[config.mk]
export PLATFORM = sky130hd
export DESIGN_NAME = dmac_fifo_ctrl_flat
export DESIGN_NICKNAME = d
export VERILOG_FILES = /design/src/rtl/dmac_fifo_ctrl_pkg.sv /design/src/rtl/dmac_fifo_ctrl_if.sv /design/src/rtl/dmac_fifo_next.sv /design/src/rtl/dmac_fifo_ctrl.sv /design/src/flat_wrapper.sv
export SDC_FILE = /design/constraint.sdc
export NUM_CORES = 1
export LEC_CHECK = 0
export CAP_MARGIN = 40
export CELL_PAD_IN_SITES_DETAIL_PLACEMENT = 1
export CELL_PAD_IN_SITES_GLOBAL_PLACEMENT = 2
export CORE_MARGIN = 1
export CORE_UTILIZATION = 40
export CTS_CLUSTER_SIZE = 12
export DETAILED_ROUTE_END_ITERATION = 8
export DONT_BUFFER_PORTS = 1
export PLACE_DENSITY = 0.77
export SETUP_SLACK_MARGIN = 0.4
export SYNTH_ARGS = -nofsm -noshare
export SYNTH_HDL_FRONTEND = slang
export SYNTH_HIERARCHICAL = 1
export SYNTH_SLANG_ARGS = --single-unit
[constraint.sdc]
create_clock -name clk -period 5.4 [get_ports clk]
set_input_delay 0.54 -clock clk [delete_from_list [all_inputs] [get_ports clk]]
set_output_delay 0.54 -clock clk [all_outputs]
set_load 0.005 [all_outputs]
[src/rtl/dmac_fifo_ctrl_pkg.sv]
// dmac_fifo_ctrl_pkg
// Shared definitions for the DMA FIFO controller slice.
//   op_t        : operation / state codes. The low five codes are the values
//                 visible on the `state` output. CLEAR is internal only and
//                 never reaches the state register.
//   DEPTH       : number of storage entries
//   PTR_W/CNT_W : pointer and occupancy widths
package dmac_fifo_ctrl_pkg;

  localparam int DEPTH = 8;
  localparam int PTR_W = 3;
  localparam int CNT_W = 4;

  typedef enum logic [2:0] {
    IDLE     = 3'b000,
    WRITE    = 3'b001,
    READ     = 3'b010,
    WR_ERROR = 3'b011,
    RD_ERROR = 3'b100,
    CLEAR    = 3'b101
  } op_t;

endpackage

[src/rtl/dmac_fifo_ctrl_if.sv]
// dmac_fifo_ctrl_if
// Request/status bundle between a FIFO user and the controller.
//   clear, wr_en, rd_en      : requests from the user (master drives)
//   we, re, wr_addr, rd_addr : storage strobes and indices
//   state, data_count        : registered last-operation code and occupancy
//   full, empty              : occupancy flags
//   wr_ack, wr_err, rd_ack, rd_err : one-cycle status pulses
interface dmac_fifo_ctrl_if;
  import dmac_fifo_ctrl_pkg::*;

  logic             clear;
  logic             wr_en;
  logic             rd_en;
  logic             we;
  logic             re;
  logic [PTR_W-1:0] wr_addr;
  logic [PTR_W-1:0] rd_addr;
  logic [2:0]       state;
  logic [CNT_W-1:0] data_count;
  logic             full;
  logic             empty;
  logic             wr_ack;
  logic             wr_err;
  logic             rd_ack;
  logic             rd_err;

  modport master (
    output clear, wr_en, rd_en,
    input  we, re, wr_addr, rd_addr, state, data_count, full, empty,
    input  wr_ack, wr_err, rd_ack, rd_err
  );

  modport slave (
    input  clear, wr_en, rd_en,
    output we, re, wr_addr, rd_addr, state, data_count, full, empty,
    output wr_ack, wr_err, rd_ack, rd_err
  );

endinterface

[src/rtl/dmac_fifo_next.sv]
// dmac_fifo_next
// Purely combinational next-state arithmetic for the FIFO pointers.
//   op                : operation selected this cycle
//   head, tail, count : current registered values
//   head_next, tail_next, count_next : values to load at the next edge
//   we, re            : storage strobes for this cycle
// Pointers are PTR_W bits wide, so the 7 -> 0 wrap falls out of the add.
module dmac_fifo_next
  import dmac_fifo_ctrl_pkg::*;
(
  input  op_t              op,
  input  logic [PTR_W-1:0] head,
  input  logic [PTR_W-1:0] tail,
  input  logic [CNT_W-1:0] count,
  output logic [PTR_W-1:0] head_next,
  output logic [PTR_W-1:0] tail_next,
  output logic [CNT_W-1:0] count_next,
  output logic             we,
  output logic             re
);

  // Hold everything by default; only WRITE, READ and CLEAR move state.
  always_comb begin
    head_next  = head;
    tail_next  = tail;
    count_next = count;
    we         = 1'b0;
    re         = 1'b0;
    case (op)
      WRITE: begin
        we         = 1'b1;
        tail_next  = tail + PTR_W'(1);
        count_next = count + CNT_W'(1);
      end
      READ: begin
        re         = 1'b1;
        head_next  = head + PTR_W'(1);
        count_next = count - CNT_W'(1);
      end
      CLEAR: begin
        head_next  = '0;
        tail_next  = '0;
        count_next = '0;
      end
      default: ;
    endcase
  end

endmodule

[src/rtl/dmac_fifo_ctrl.sv]
// dmac_fifo_ctrl
// Pointer/occupancy controller for an 8-entry FIFO.
//   clk   : clock, all state changes on the rising edge
//   reset : asynchronous active-high reset
//   bus   : dmac_fifo_ctrl_if.slave carrying requests, strobes, indices,
//           state, count, flags and status pulses
// Owns operation selection, the registers and the full/empty decode; the
// pointer arithmetic lives in dmac_fifo_next.
module dmac_fifo_ctrl
  import dmac_fifo_ctrl_pkg::*;
(
  input  logic             clk,
  input  logic             reset,
  dmac_fifo_ctrl_if.slave  bus
);

  op_t              op;
  op_t              state_q;
  logic [PTR_W-1:0] head_q;
  logic [PTR_W-1:0] tail_q;
  logic [CNT_W-1:0] count_q;
  logic [PTR_W-1:0] head_next;
  logic [PTR_W-1:0] tail_next;
  logic [CNT_W-1:0] count_next;
  logic             full;
  logic             empty;
  logic             wr_ack_q;
  logic             wr_err_q;
  logic             rd_ack_q;
  logic             rd_err_q;

  assign full  = (count_q == CNT_W'(DEPTH));
  assign empty = (count_q == '0);

  // Priority select. Reset forces IDLE so no strobe leaks out while the
  // registers are being held; a write request masks any read request.
  always_comb begin
    op = IDLE;
    if (reset) begin
      op = IDLE;
    end else if (bus.clear) begin
      op = CLEAR;
    end else if (bus.wr_en) begin
      op = full ? WR_ERROR : WRITE;
    end else if (bus.rd_en) begin
      op = empty ? RD_ERROR : READ;
    end
  end

  dmac_fifo_next u_next (
    .op         (op),
    .head       (head_q),
    .tail       (tail_q),
    .count      (count_q),
    .head_next  (head_next),
    .tail_next  (tail_next),
    .count_next (count_next),
    .we         (bus.we),
    .re         (bus.re)
  );

  // State register and status pulses. CLEAR reports as IDLE; each pulse is
  // recomputed every edge so it lasts exactly one cycle.
  always_ff @(posedge clk or posedge reset) begin
    if (reset) begin
      head_q   <= '0;
      tail_q   <= '0;
      count_q  <= '0;
      state_q  <= IDLE;
      wr_ack_q <= 1'b0;
      wr_err_q <= 1'b0;
      rd_ack_q <= 1'b0;
      rd_err_q <= 1'b0;
    end else begin
      head_q   <= head_next;
      tail_q   <= tail_next;
      count_q  <= count_next;
      state_q  <= (op == CLEAR) ? IDLE : op;
      wr_ack_q <= (op == WRITE);
      wr_err_q <= (op == WR_ERROR);
      rd_ack_q <= (op == READ);
      rd_err_q <= (op == RD_ERROR);
    end
  end

  assign bus.wr_addr    = tail_q;
  assign bus.rd_addr    = head_q;
  assign bus.state      = state_q;
  assign bus.data_count = count_q;
  assign bus.full       = full;
  assign bus.empty      = empty;
  assign bus.wr_ack     = wr_ack_q;
  assign bus.wr_err     = wr_err_q;
  assign bus.rd_ack     = rd_ack_q;
  assign bus.rd_err     = rd_err_q;

endmodule

[src/flat_wrapper.sv]
// flat-port wrapper written by rule: the top's interface ports become plain ports
module dmac_fifo_ctrl_flat import dmac_fifo_ctrl_pkg::*;
  (clk, reset, bus_clear, bus_wr_en, bus_rd_en, bus_we, bus_re, bus_wr_addr, bus_rd_addr, bus_state, bus_data_count, bus_full, bus_empty, bus_wr_ack, bus_wr_err, bus_rd_ack, bus_rd_err);
  dmac_fifo_ctrl_if bus_i ();
  input  logic clk;
  input  logic reset;
  input wire logic [$bits(bus_i.clear)-1:0] bus_clear;
  input wire logic [$bits(bus_i.wr_en)-1:0] bus_wr_en;
  input wire logic [$bits(bus_i.rd_en)-1:0] bus_rd_en;
  output wire logic [$bits(bus_i.we)-1:0] bus_we;
  output wire logic [$bits(bus_i.re)-1:0] bus_re;
  output wire logic [$bits(bus_i.wr_addr)-1:0] bus_wr_addr;
  output wire logic [$bits(bus_i.rd_addr)-1:0] bus_rd_addr;
  output wire logic [$bits(bus_i.state)-1:0] bus_state;
  output wire logic [$bits(bus_i.data_count)-1:0] bus_data_count;
  output wire logic [$bits(bus_i.full)-1:0] bus_full;
  output wire logic [$bits(bus_i.empty)-1:0] bus_empty;
  output wire logic [$bits(bus_i.wr_ack)-1:0] bus_wr_ack;
  output wire logic [$bits(bus_i.wr_err)-1:0] bus_wr_err;
  output wire logic [$bits(bus_i.rd_ack)-1:0] bus_rd_ack;
  output wire logic [$bits(bus_i.rd_err)-1:0] bus_rd_err;
  assign bus_i.clear = bus_clear;
  assign bus_i.wr_en = bus_wr_en;
  assign bus_i.rd_en = bus_rd_en;
  assign bus_we = bus_i.we;
  assign bus_re = bus_i.re;
  assign bus_wr_addr = bus_i.wr_addr;
  assign bus_rd_addr = bus_i.rd_addr;
  assign bus_state = bus_i.state;
  assign bus_data_count = bus_i.data_count;
  assign bus_full = bus_i.full;
  assign bus_empty = bus_i.empty;
  assign bus_wr_ack = bus_i.wr_ack;
  assign bus_wr_err = bus_i.wr_err;
  assign bus_rd_ack = bus_i.rd_ack;
  assign bus_rd_err = bus_i.rd_err;
  dmac_fifo_ctrl u_core (.clk(clk), .reset(reset), .bus(bus_i));
endmodule
==> impl_results.md, run 1 <==
* Status: finished clean
* Ratio of final minimum period to clock period at 0.653
* Initial antenna violation count at 0
* DIE AREA at between 0.002 and 0.003 sq mm
* DR DRC count at 0
* Final core occ at 0.449
* Post CTS Setup Buffer Count at 0
* Syn_area_per_cell at between 10 and 15 sq um
* DR iter-0 viols at 6
* Final hold vios at 0
* Vias in the first global route at about 760
* Final TNS setup at 0 ns
* Fin crit period at between 3 and 4 ns
* Worst Setup Start Kind: register
* Setup CP Type: reg -> reg
* Slowest cell on the critical path: a211oi_2
* Final Cell Area at 993 sq um
* Critical-path maximum fanout at 12
* R2R Path Start: u_core/bus.data_count[0]$_DFF_PP0_
* Die X at ~50 um
* Final HPWL DP at 1.49 mm
* Row count at 17
* GR Overflow Total at 0
* Share of cells above drive strength 1 at 0.165
* Arr. time, crit path at around 3.7 ns
* Max cap viols at 0
* Slowest cell delay on critical path at between 0.6 and 0.7 ns
* Worst vdd ir at 0.000135 V
* # port buffers at 0
* Clock Path Buffers at 2
* Critical path endpoint category: register
* GRT Resource Usage Total at 0.184
* Worst EP required at ~5.6 ns
* Cts hold-fix bufs at 0
* Htree depth at 1
* CTS tree: done
* Ant. Diodes at 0
* Io pins at 26
* Pin count of the biggest net entering global routing at 18
* RR Endpoint: u_core/bus.data_count[3]$_DFF_PP0_
* Yosys top cell area share at 0.450
* GP Congestion at 0.732
* Leakage power at 0.000463 uW
* Setup violations, final at 0
* Slew margin rel. at 0.526
* Final antenna-violating net count at 0
* Power Density at 404 mW/mm^2
* Mapped cell area at roughly 950 sq um
* #FFs+latches synth at 17
* DR pass1 iterations at 2
* CTS root buffer: clkbuf_4
* Netlist cell types at 37
* Non-Filler Instances at 119
* Post-synth EDFFs at 0
* Core Region at approximately 0.0022 sq mm
* Dpl cells at between 100 and 150
* F_max at between 200 and 300 MHz
* Share of the yosys chip area belonging to registers at 0.450
* Via count at 678
* Final net count at 102
* Most frequent CP cell: a211oi_2
* Synth area leader: dfrtp_1
* Latest clock arrival within the worst-skew pair at 0.28 ns
* Leading register cell type out of synthesis: dfrtp_1
* Area after DPL at around 970 sq um
* CP Cell Sequence: or4b_1, a211oi_2, or3b_4, inv_1, ha_1, a21o_1, a211oi_2, mux2i_1, o211ai_1
* Die height at ~50 um
* Worst-path clk slew at ~0.10 ns
* Num CTS Buffers at 3
* Skew final at 0.00162 ns
* WL/cell at 16.8 um
* Synth Warn # at 6
* Slew at the pin closest to its max-slew limit at slightly above 0.7 ns
* Final slew viol count at 0
* Hold Slack at about 0.23 ns
* Top cells by area, synth: dfrtp_1 (45%), ha_1 (5.3%), a21oi_1 (3.7%), nor2_1 (2.8%), a211oi_2 (2.6%)
* First-pass GRT wire length at 3.44 mm
* RSZ-0062 raised after global routing: false
* Syn nets at 100
* Layout area overhead at 5.03%
* Async S/R FF share, synth at 1.00
* Synth cell count leaders: dfrtp_1 (17), a21oi_1 (7), nor2_1 (7)
* Most frequent cell after synthesis: dfrtp_1
* Flop2flop setup slack at 1.87 ns
* Final WL at 2.00 mm
* Post-CTS sizing at 0
* Clock Sink Count at 17
* Via density per instance at 5.70
* Hold crit path type: in -> async
* FF-to-FF path depth at 9
* Post-synthesis instance total at 90
* Starting Density at 0.428
-- sequential cells by signal, summed over array words and instances, names as in the netlist --
| signal | flops |
|---|---|
| u_core/bus.state | 3 |
| u_core/bus.wr_addr | 3 |
| u_core/bus.wr_err | 1 |
| u_core/bus.rd_addr | 3 |
| u_core/bus.rd_ack | 1 |
| u_core/bus.data_count | 4 |
| u_core/bus.wr_ack | 1 |
| u_core/bus.rd_err | 1 |
-- worst max-delay path, delay by kind of cell (launching register included) --
family | cells | cell delay (ns)
adder cells (fa/ha/maj) | 1 | 0.27
AND/OR/NAND/NOR | 2 | 1.04
buffers and inverters | 1 | 0.21
AO/OA/AOI/OAI | 4 | 1.12
multiplexers | 1 | 0.22
flip-flops | 1 | 0.54
-- through the flow --
step | setup WS, ns | power [uW]
floorplan | 2.39 | 306
global placement | 1.94 | 335
detailed placement | 1.84 | 342
CTS | 1.83 | 411
global route | 1.60 | 437
finish | 1.87 | 401
-- cell usage in the layout, fill, tap and decap left out, types with 3 or more instances in the layout --
master / n
dfrtp_1: 17
a21oi_1: 7
nand2b_1: 4
nand2_1: 4
nor2_1: 7
ha_1: 4
inv_1: 5
clkbuf_4: 3
o21ai_0: 3
-- logic make-up (layout without fill, tap and decap cells) --
| family | after synthesis | after routing | synth area share |
|---|---|---|---|
| AOI/OAI and AO/OA | 22 | 22 | 0.172 |
| xor gates and xnor gates | 2 | 2 | 0.0185 |
| adders and majority gates | 5 | 5 | 0.0741 |
| buffers and inverters | 9 | 10 | 0.0437 |
| DFF | 17 | 17 | 0.450 |
| muxes | 4 | 4 | 0.0450 |
| and+or+nand+nor | 31 | 31 | 0.197 |
-- how the worst max path moves through the flow --
stage	to	start	cells after the start	slack, ns
after global routing	u_core/bus.data_count[3]$_DFF_PP0_	u_core/bus.data_count[0]$_DFF_PP0_	9	1.60
after CTS	u_core/bus.data_count[3]$_DFF_PP0_	u_core/bus.data_count[0]$_DFF_PP0_	9	1.83
after floorplan	u_core/bus.data_count[3]$_DFF_PP0_	u_core/bus.data_count[1]$_DFF_PP0_	10	2.39
final	u_core/bus.data_count[3]$_DFF_PP0_	u_core/bus.data_count[0]$_DFF_PP0_	9	1.87
after detailed placement	u_core/bus.data_count[3]$_DFF_PP0_	u_core/bus.data_count[0]$_DFF_PP0_	9	1.84
after global placement	u_core/bus.data_count[3]$_DFF_PP0_	u_core/bus.data_count[0]$_DFF_PP0_	9	1.94
-- routing by layer --
metal	vias to the layer above	wire (um)	GRT usage
li1	327	-	-
met1	336	882	0.219
met2	13	1030	0.309
met3	2	70	0.0394
met4	0	16	0.0972
met5	-	0	0
-- layout make-up --
| type | count | area [sq um] |
|---|---|---|
| clock buffer | 3 | 22.5 |
| clock inverter | 1 | 5.00 |
| fill | 264 | 1220 |
| inverter | 5 | 18.8 |
| multi-input combinational | 64 | 479 |
| sequential | 17 | 425 |
| tap | 28 | 35.0 |
| timing repair buffer | 1 | 7.51 |
-- report_power, final --
| part | internal (uW) | switching, uW | leakage [uW] | total, uW |
|---|---|---|---|---|
| sequential | 152 | 51.7 | 0.000227 | 204 |
| combinational | 63.1 | 67.8 | 0.000219 | 131 |
| clock | 27.5 | 38.4 | 0.0000177 | 65.9 |
Power figures use the tool's default switching activity.
==> run 2: changes to the inputs <==
- CORE_UTILIZATION: 40 -> 37
- PLACE_DENSITY: 0.77 -> 0.71
- clock period: 5.4 -> 3.5 ns (I/O delays scaled with it)
==> run 2 against run 1 <==
First-iteration DRC count grew 17%. Clock-buffer cell count increased by 1. Routed wire length up 2.8%. Utilization decreased by 0.23 points. Fmax is 21% higher. Largest cell class unchanged. Hold slack lost 0.18 ns. Combinational power is 78% higher. Global-route usage fell by 1.1 points. Sequential power rose by 47%. Via count is 4.7% higher. Final area up 4.3%.
==> impl_results.md, run 2 (synthesized netlist as in run 1, its figures left out) <==
* Max reg flops at 4
* F_max at 344 MHz
* Die X at approximately 53 um
* Final WS setup at 0.590 ns
* Cts hold-fix bufs at 0
* Slew at the pin closest to its max-slew limit at approximately 0.69 ns
* GR Overflow Total at 0
* RSZ-0062 raised after global routing: false
* Dpl cells at around 120
* Status: finished clean
* WL/cell at approximately 17 um
* Final hold vios at 0
* Clock network fraction of design power at 0.168
* Final WL at 2.06 mm
* Via count at 710
* Arr. time, crit path at 3.08 ns
* Latest clock arrival within the worst-skew pair at about 0.29 ns
* Final slew viol count at 0
* Slowest cell on the critical path: or4b_1
* First-pass GRT wire length at roughly 3.4 mm
* Via density per instance at 5.73
* Most frequent cells in the layout: dfrtp_1 (15), nor2_1 (7), a21oi_1 (7), buf_4 (6)
* CP Depth at 9
* Initial antenna violation count at 0
* CTS root buffer: clkbuf_4
* Critical-path maximum fanout at 7
* DR pass1 iterations at 3
* FF-to-FF path depth at 9
* Die height at about 53 um
* Clock Path Buffers at 2
* Final net count at between 100 and 150
* Leakage power at 0.000472 uW
* Most frequent CP cell: a211oi_2
* Layout area overhead at 9.52%
* Pin count of the biggest net entering global routing at 18
* Slew margin rel. at 0.542
* DR iter-0 viols at 7
* Setup CP Type: reg -> reg
* Final HPWL DP at ~1.5 mm
* Clock Sink Count at 17
* GRT Resource Usage Total at 0.173
* Worst EP required at about 3.7 ns
* DIE AREA at 0.00276 sq mm
* Core Region at ~0.0023 sq mm
* Worst-path clk slew at around 0.1 ns
* Critical path endpoint category: register
* Slowest cell delay on critical path at between 0.5 and 0.6 ns
* Share of cells above drive strength 1 at 0.229
* Hold crit path type: in -> async
* Commonest non-fill, non-tap cell in the layout: dfrtp_1
* Final Cell Area at 0.00104 sq mm
* Final antenna-violating net count at 0
* Comb pwr share at 0.364
* Setup violations, final at 0
* Reported net switching power at 250 uW
* DR DRC count at 0
* Power Density at approximately 620 mW/mm^2
* Worst Setup Start Kind: register
* Area after DPL at approximately 990 sq um
* Num CTS Buffers at 3
* Sequential share of power at 0.468
* Ratio of final minimum period to clock period at 0.831
* Delay-heaviest family, CP: simple AND/OR/NAND/NOR gates
* Non-Filler Instances at around 120
* Worst Path Buf+Inv at 1
* GP Congestion at around 0.76
* Htree depth at 1
* Int Power at 391 uW
* DP Worst Slack at 0.430 ns
* Fin crit period at just under 3 ns
* # port buffers at 0
* Fillers at roughly 270
* Sw Ratio at 0.390
* Vias in the first global route at about 740
* CP Cell Sequence: or4b_1, a211oi_2, or3b_4, clkinvlp_4, ha_1, a21o_1, a211oi_2, mux2i_1, o211ai_1
* Row count at 17
* Starting Density at 0.408
* Max cap viols at 0
* Worst vdd ir at about 0.00023 V
* Final TNS setup at 0 ns
* Ant. Diodes at 0
* Skew final at between 0.002 and 0.003 ns
* CTS tree: done
* Io pins at 26
==> run 2: cell type report <==
cell class | instances | area (sq um) | area share
Multi-Input combinational cell | 64 | 479 | 0.463
Timing Repair Buffer | 6 | 45.0 | 0.0435
Tap cell | 28 | 35.0 | 0.0338
Clock buffer | 4 | 26.3 | 0.0254
Sequential cell | 17 | 428 | 0.413
Inverter | 5 | 22.5 | 0.0217
==> run 2: routing by layer <==
metal	global-route usage	part of all wire	wire length, um
met2	0.281	0.48	987
met3	0.0551	0.058	119
met5	0	0	0
met1	0.218	0.45	934
met4	0.0526	0.0068	14
==> run 2: what timing repair did <==
action,in CTS,in global routing
setup buffers,0,2
endpoints found under the setup margin,0,1
gates resized for setup,0,3
==> run 2: power by group through the flow <==
stage                     Clock, uW  Combinational [uW]  Sequential [uW]
final                           108                 233              300
after global routing            126                 264              311
after CTS                       115                 235              299
after detailed placement          0                 233              304
after global placement            0                 229              302
after floorplan                   0                 172              300
==> run 2: worst paths after layout <==
check	startpoint	endpoint	slack [ns]
min	reset	u_core/bus.rd_addr[1]$_DFF_PP0_	0.04
min in group clk	reset	u_core/bus.state[0]$_DFF_PP0_	0.15
max reg2reg	u_core/bus.data_count[2]$_DFF_PP0_	u_core/bus.data_count[3]$_DFF_PP0_	0.59
max	u_core/bus.data_count[2]$_DFF_PP0_	u_core/bus.data_count[3]$_DFF_PP0_	0.59
min reg2reg	u_core/bus.wr_addr[1]$_DFF_PP0_	u_core/bus.wr_addr[1]$_DFF_PP0_	0.55
max in group asynchronous	reset	u_core/bus.data_count[2]$_DFF_PP0_	2.98
==> run 2: stage by stage <==
| step | hold slack [ns] | total power (uW) | utilization |
|---|---|---|---|
| floorplan | 0.276 | 472 | - |
| global placement | 0.378 | 531 | 0.426 |
| detailed placement | 0.401 | 537 | 0.426 |
| CTS | 0.0741 | 650 | 0.438 |
| global route | 0.0658 | 700 | 0.447 |
| finish | 0.0430 | 641 | 0.447 |
